===== src/rtl/cpu_types_pkg.sv =====
// Shared types for the memory arbiter: data word, RAM handshake state and arbiter FSM state.
package cpu_types_pkg;

    typedef logic [31:0] word_t;

    typedef enum logic [1:0] {
        FREE   = 2'd0,
        BUSY   = 2'd1,
        ACCESS = 2'd2,
        ERROR  = 2'd3
    } ramstate_t;

    typedef enum logic [2:0] {
        IDLE  = 3'd0,
        DACC  = 3'd1,
        IACC  = 3'd2,
        DRESP = 3'd3,
        IRESP = 3'd4
    } arb_state_t;

    localparam logic SRC_INSTR = 1'b0;
    localparam logic SRC_DATA  = 1'b1;

    function automatic logic is_acc_state(input arb_state_t s);
        return (s == DACC) || (s == IACC);
    endfunction

    function automatic logic ram_waiting(input ramstate_t r);
        return (r == FREE) || (r == BUSY);
    endfunction

endpackage


===== src/rtl/arb_watchdog.sv =====
// Busy watchdog: counts waiting cycles inside a RAM access and flags the cycle
// in which the count reaches TIMEOUT.
module arb_watchdog #(
    parameter int unsigned TIMEOUT = 32'd255
) (
    input  logic CLK,
    input  logic nRST,
    input  logic clr_i,
    input  logic en_i,
    output logic expired_o
);
    localparam int unsigned CW = $clog2(TIMEOUT + 32'd1);
    localparam logic [CW-1:0] LIMIT = CW'(TIMEOUT - 32'd1);

    logic [CW-1:0] count_q;
    logic [CW-1:0] count_d;

    // next count: clear outside accesses, advance on each waiting cycle
    always_comb begin
        count_d = count_q;
        if (clr_i) begin
            count_d = '0;
        end else if (en_i) begin
            count_d = count_q + CW'(1);
        end else begin
            count_d = count_q;
        end
    end

    // expiry when this waiting cycle brings the count up to TIMEOUT
    always_comb begin
        expired_o = en_i && !clr_i && (count_q == LIMIT);
    end

    // counter register
    always_ff @(posedge CLK or negedge nRST) begin
        if (!nRST) begin
            count_q <= '0;
        end else begin
            count_q <= count_d;
        end
    end
endmodule


===== src/rtl/memory_arbiter.sv =====
// Serializes instruction and data requests onto one RAM port with fair alternation,
// a busy watchdog and sticky error. Define ARB_STATS_EN to add completion/error counters.
module memory_arbiter
    import cpu_types_pkg::*;
#(
    parameter int unsigned TIMEOUT = 32'd255
) (
    input  logic        CLK,
    input  logic        nRST,
    input  logic        iren,
    input  word_t       iaddr,
    input  logic        dren,
    input  logic        dwen,
    input  word_t       daddr,
    input  word_t       dstore,
    output logic        ihit,
    output word_t       iload,
    output logic        dhit,
    output word_t       dload,
    output logic        ramREN,
    output logic        ramWEN,
    output word_t       ramaddr,
    output word_t       ramstore,
    input  word_t       ramload,
    input  ramstate_t   ramstate,
`ifdef ARB_STATS_EN
    output logic [31:0] icount,
    output logic [31:0] dcount,
    output logic [15:0] errcount,
`endif
    output logic        memerr
);
    arb_state_t state_q, state_d;
    logic       last_q, last_d;
    logic       ihit_q, ihit_d;
    logic       dhit_q, dhit_d;
    word_t      iload_q, iload_d;
    word_t      dload_q, dload_d;
    logic       ren_q, ren_d;
    logic       wen_q, wen_d;
    word_t      addr_q, addr_d;
    word_t      store_q, store_d;
    logic       memerr_q, memerr_d;

    logic       d_pend_s;
    logic       pick_data_s;
    logic       in_acc_s;
    logic       wd_en_s;
    logic       wd_expired_s;
    logic       abort_s;

    // request decode and arbitration; data wins a tie unless it was served last
    always_comb begin
        d_pend_s    = dren || dwen;
        pick_data_s = d_pend_s && (!iren || (last_q == SRC_INSTR));
        in_acc_s    = is_acc_state(state_q);
        wd_en_s     = in_acc_s && ram_waiting(ramstate);
        abort_s     = in_acc_s && ((ramstate == ERROR) || wd_expired_s);
    end

    arb_watchdog #(.TIMEOUT(TIMEOUT)) u_watchdog (
        .CLK       (CLK),
        .nRST      (nRST),
        .clr_i     (!in_acc_s),
        .en_i      (wd_en_s),
        .expired_o (wd_expired_s)
    );

    // FSM next state and registered-output next values
    always_comb begin
        state_d  = state_q;
        last_d   = last_q;
        ihit_d   = 1'b0;
        dhit_d   = 1'b0;
        iload_d  = iload_q;
        dload_d  = dload_q;
        ren_d    = ren_q;
        wen_d    = wen_q;
        addr_d   = addr_q;
        store_d  = store_q;
        memerr_d = memerr_q;
        case (state_q)
            IDLE: begin
                if (pick_data_s) begin
                    state_d = DACC;
                    ren_d   = !dwen;
                    wen_d   = dwen;
                    addr_d  = daddr;
                    store_d = dwen ? dstore : 32'h0000_0000;
                end else if (iren) begin
                    state_d = IACC;
                    ren_d   = 1'b1;
                    wen_d   = 1'b0;
                    addr_d  = iaddr;
                    store_d = 32'h0000_0000;
                end else begin
                    ren_d   = 1'b0;
                    wen_d   = 1'b0;
                    addr_d  = 32'h0000_0000;
                    store_d = 32'h0000_0000;
                end
            end
            DACC, IACC: begin
                if (ramstate == ACCESS) begin
                    if (state_q == IACC) begin
                        iload_d = ramload;
                        ihit_d  = 1'b1;
                        state_d = IRESP;
                    end else begin
                        dload_d = wen_q ? dload_q : ramload;
                        dhit_d  = 1'b1;
                        state_d = DRESP;
                    end
                    ren_d   = 1'b0;
                    wen_d   = 1'b0;
                    addr_d  = 32'h0000_0000;
                    store_d = 32'h0000_0000;
                end else if (abort_s) begin
                    memerr_d = 1'b1;
                    state_d  = IDLE;
                    ren_d    = 1'b0;
                    wen_d    = 1'b0;
                    addr_d   = 32'h0000_0000;
                    store_d  = 32'h0000_0000;
                end else begin
                    state_d = state_q;
                end
            end
            DRESP: begin
                state_d = IDLE;
                last_d  = SRC_DATA;
            end
            IRESP: begin
                state_d = IDLE;
                last_d  = SRC_INSTR;
            end
            default: begin
                state_d = IDLE;
                ren_d   = 1'b0;
                wen_d   = 1'b0;
                addr_d  = 32'h0000_0000;
                store_d = 32'h0000_0000;
            end
        endcase
    end

    // state and output registers
    always_ff @(posedge CLK or negedge nRST) begin
        if (!nRST) begin
            state_q  <= IDLE;
            last_q   <= SRC_INSTR;
            ihit_q   <= 1'b0;
            dhit_q   <= 1'b0;
            iload_q  <= 32'h0000_0000;
            dload_q  <= 32'h0000_0000;
            ren_q    <= 1'b0;
            wen_q    <= 1'b0;
            addr_q   <= 32'h0000_0000;
            store_q  <= 32'h0000_0000;
            memerr_q <= 1'b0;
        end else begin
            state_q  <= state_d;
            last_q   <= last_d;
            ihit_q   <= ihit_d;
            dhit_q   <= dhit_d;
            iload_q  <= iload_d;
            dload_q  <= dload_d;
            ren_q    <= ren_d;
            wen_q    <= wen_d;
            addr_q   <= addr_d;
            store_q  <= store_d;
            memerr_q <= memerr_d;
        end
    end

    assign ihit     = ihit_q;
    assign dhit     = dhit_q;
    assign iload    = iload_q;
    assign dload    = dload_q;
    assign ramREN   = ren_q;
    assign ramWEN   = wen_q;
    assign ramaddr  = addr_q;
    assign ramstore = store_q;
    assign memerr   = memerr_q;

`ifdef ARB_STATS_EN
    logic [31:0] icount_q, icount_d;
    logic [31:0] dcount_q, dcount_d;
    logic [15:0] errcount_q, errcount_d;

    // completion counters wrap; the abort counter saturates
    always_comb begin
        icount_d   = icount_q + 32'(ihit_q);
        dcount_d   = dcount_q + 32'(dhit_q);
        errcount_d = errcount_q;
        if (abort_s && (errcount_q != 16'hFFFF)) begin
            errcount_d = errcount_q + 16'd1;
        end else begin
            errcount_d = errcount_q;
        end
    end

    // statistics registers
    always_ff @(posedge CLK or negedge nRST) begin
        if (!nRST) begin
            icount_q   <= 32'h0000_0000;
            dcount_q   <= 32'h0000_0000;
            errcount_q <= 16'h0000;
        end else begin
            icount_q   <= icount_d;
            dcount_q   <= dcount_d;
            errcount_q <= errcount_d;
        end
    end

    assign icount   = icount_q;
    assign dcount   = dcount_q;
    assign errcount = errcount_q;
`endif
endmodule

===== config.mk =====
export PLATFORM = sky130hd
export DESIGN_NAME = memory_arbiter
export DESIGN_NICKNAME = d
export VERILOG_FILES = /design/src/rtl/cpu_types_pkg.sv /design/src/rtl/arb_watchdog.sv /design/src/rtl/memory_arbiter.sv
export SDC_FILE = /design/constraint.sdc
export NUM_CORES = 1
export LEC_CHECK = 0
export BUFFER_PORTS_ARGS = -buffer_cell sky130_fd_sc_hd__buf_2
export CORE_MARGIN = 8
export CORE_UTILIZATION = 47
export DETAILED_ROUTE_END_ITERATION = 10
export PLACE_DENSITY = 0.83
export SLEW_MARGIN = 20
export SYNTH_ARGS = -nofsm -noshare
export SYNTH_HDL_FRONTEND = slang
export SYNTH_SLANG_ARGS = --single-unit
export TNS_END_PERCENT = 5

===== constraint.sdc =====
create_clock -name CLK -period 2.4 [get_ports CLK]
set_input_delay 0.48 -clock CLK [delete_from_list [all_inputs] [get_ports CLK]]
set_output_delay 0.48 -clock CLK [all_outputs]
set_load 0.01 [all_outputs]

==> reports/results.ini <==
[setup_path]
cp_data_required_time_ps = 2690
crit_arrival_ps = 2170
start_kind = flop
cp-end-kind = flop
path_class = flop to flop
crit_fanout = 32

[final_layout]
final_cell_area_um2 = 7930
nNetsFinal = 810
drive_above_1_share = 0.541
area_delta_synth_final_pct = 35.1
n_antenna_cell = 0

[logic_synthesis]
yosysWarnings = 0
synth_mux_area_frac = 0.123
synth-seq-cells = 145
synthTopCellsByCount = dfrtp_1 (145), a22o_1 (64), mux2_2 (59)
synth_edf_count = 0
synth_xor_area_frac = 0.0104
yosysMostFrequentCell = dfrtp_1
synth_flop_cell = dfrtp_1
syn_avg_cell_area_um2 = 14.4
yosysTopAreaCell = dfrtp_1
syn_nets = 544
synth_async_sr_flop_share = 1.00
synth_area_leaders = dfrtp_1 (62%), mux2_2 (11%), a22o_1 (9.6%), a21o_1 (4.2%), buf_6 (1.9%)
synth_compound_area_frac = 0.162
synthCells = 407
synth_top_family_by_area = compound AO/OA/AOI/OAI gates
synthSimpleGateAreaFrac = 0.0427
synth_top_cell_area_share = 0.618
synth-adder-area-share = 0.00427
yosysSeqAreaShare = 0.618
yosysUniqueCellTypes = 42
synth_area_um2 = 5870

[sta]
max_freq_mhz = 531
hold_viol = 0
rsz0062_at_grt = false
setup-violations-final = 0
fin_worst_skew_ps = 6.36
fin_ws_ps = 518
setup_tns_ps = 0
worstMarginPinSlew_ps = 488
fin_crit_ps = 1880
post-route-period-util = 0.784
drv_slew = 0
relSlewSlack = 0.675

[detailed_routing]
vias = 4420
met3WireLength_um = 1630
wl_per_cell_um = 19.2
firstDrtPassIters = 4
drt_iter0_drc = 280
ant_nets = 0
dr_wl_met2_um = 7730
via_per_inst = 5.16
drc = 0
drt_wl_total_um = 16400
top_layer = met4
drt-met1-wl_um = 6680

[floorplanning]
die-area_um2 = 16300
coreArea_um2 = 12400
die_w_um = 128
pin_count = 268
initial_core_util = 0.473
placement_rows = 41
die_h_um = 128

[grt]
antenna_found_initial = 0
grt_pass1_vias = 4783
gr-usage-all-layers = 0.202
overflow = 0
grt_pass1_wl_um = 25500
grt_max_degree = 57

[cts]
cts_buffer_depth = 2
cts_setup_buffers = 0
cts-resized-gates = 0
hold_buffers = 0
clk_latency_ps = 410
cts_buffers = 17
clkSinkCount = 145
cts_root_buffer = clkbuf_16
cts_tree = done
cts_max_level = 4
clkSlewWorstSetupHoldPaths_ps = 60

[place]
gp_congestion = 0.834
dpl_cell_area_um2 = 7340
dp_hpwl_um = 12600
place_ws_ps = 377
io_buffers = 267

[min_path]
min_path_type = input pin to asynchronous set/reset pin

[job]
drv_cap = 0

[power_and_ir_drop]
power_density_nw_per_um2 = 1280
ir_worst_vdd_mv = 0.538
power_uw = 10100
leakage_uw = 0.00429

[run_status]
status = completed

## report_power, final
group,leakage [uW],switching (uW),internal (uW),total (uW)
combinational,0.00217,1840,1710,3550
sequential,0.00184,581,3380,3970
clock,0.000278,965,1650,2610
total,0.00429,3390,6740,10100
## area by class of cell
class                   count  area (um2)
clock inverters            10         136
repair buffers            276        1470
multi-input cells         231        2020
fillers                   937        4490
flip-flops and latches    145        3630
well taps                 172         215
clock buffers              20         447
inverters                   2        7.51
## flip-flops by register name, summed over array words and instances (netlist names)
register            count
ramstore               32
state_q                 3
dhit                    1
ihit                    1
last_q                  1
ramaddr                32
memerr                  1
ramREN                  1
ramWEN                  1
dload                  32
iload                  32
u_watchdog.count_q      8
## critical path: stages, from the launching register on
cell     delay, ps
dfrtp_1        540
nor2_1         250
and3_4         220
nor2b_4        160
buf_12         210
mux2_2         370
## per-stage QoR
step	hold slack, ps	cells	util
2_1_floorplan	184	407	-
3_3_place_gp	455	826	0.591
3_5_place_dp	460	826	0.591
4_1_cts	14.8	856	0.638
5_1_grt	36.9	856	0.638
6_report	13.5	856	0.638
## placed cells by master, fill, tap and decap left out, types with 4 or more instances in the layout
cell type	instances
buf_2	266
dfrtp_1	145
a22o_1	64
mux2_2	59
a21o_1	33
clkbuf_16	17
nor2_1	12
nand2_1	7
mux2_1	5
buf_12	5
xor2_1	4
nor2b_1	4
o21ai_0	4
a21oi_1	4
buf_4	4
## layer usage
layer,track usage,vias up
li1,-,2028
met1,0.232,2141
met2,0.323,223
met3,0.0907,28
met4,0.0797,0
met5,0,-
## final timing paths
path / from / to / slack, ps / cells after the start
min in group CLK: dstore[10] / ramstore[10]$_DFFE_PN0P_ / 280 / 2
worst max-delay path: state_q[2]$_DFFE_PN0P_ / dload[31]$_DFFE_PN0P_ / 520 / 5
worst min register to register: ramaddr[22]$_DFFE_PN0P_ / ramaddr[22]$_DFFE_PN0P_ / 470 / 1
max in group asynchronous: nRST / iload[20]$_DFFE_PN0P_ / 1720 / 2
worst max register to register: state_q[2]$_DFFE_PN0P_ / dload[31]$_DFFE_PN0P_ / 520 / 5
worst min-delay path: nRST / iload[9]$_DFFE_PN0P_ / 10 / 1
## logic make-up after synthesis
logic type | Yosys count
muxes | 64
DFF | 145
AOI/OAI and AO/OA | 116
xor gates and xnor gates | 7
and+or+nand+nor | 42
buffers and inverters | 31
adders and majority gates | 2
Power figures use the tool's default switching activity.
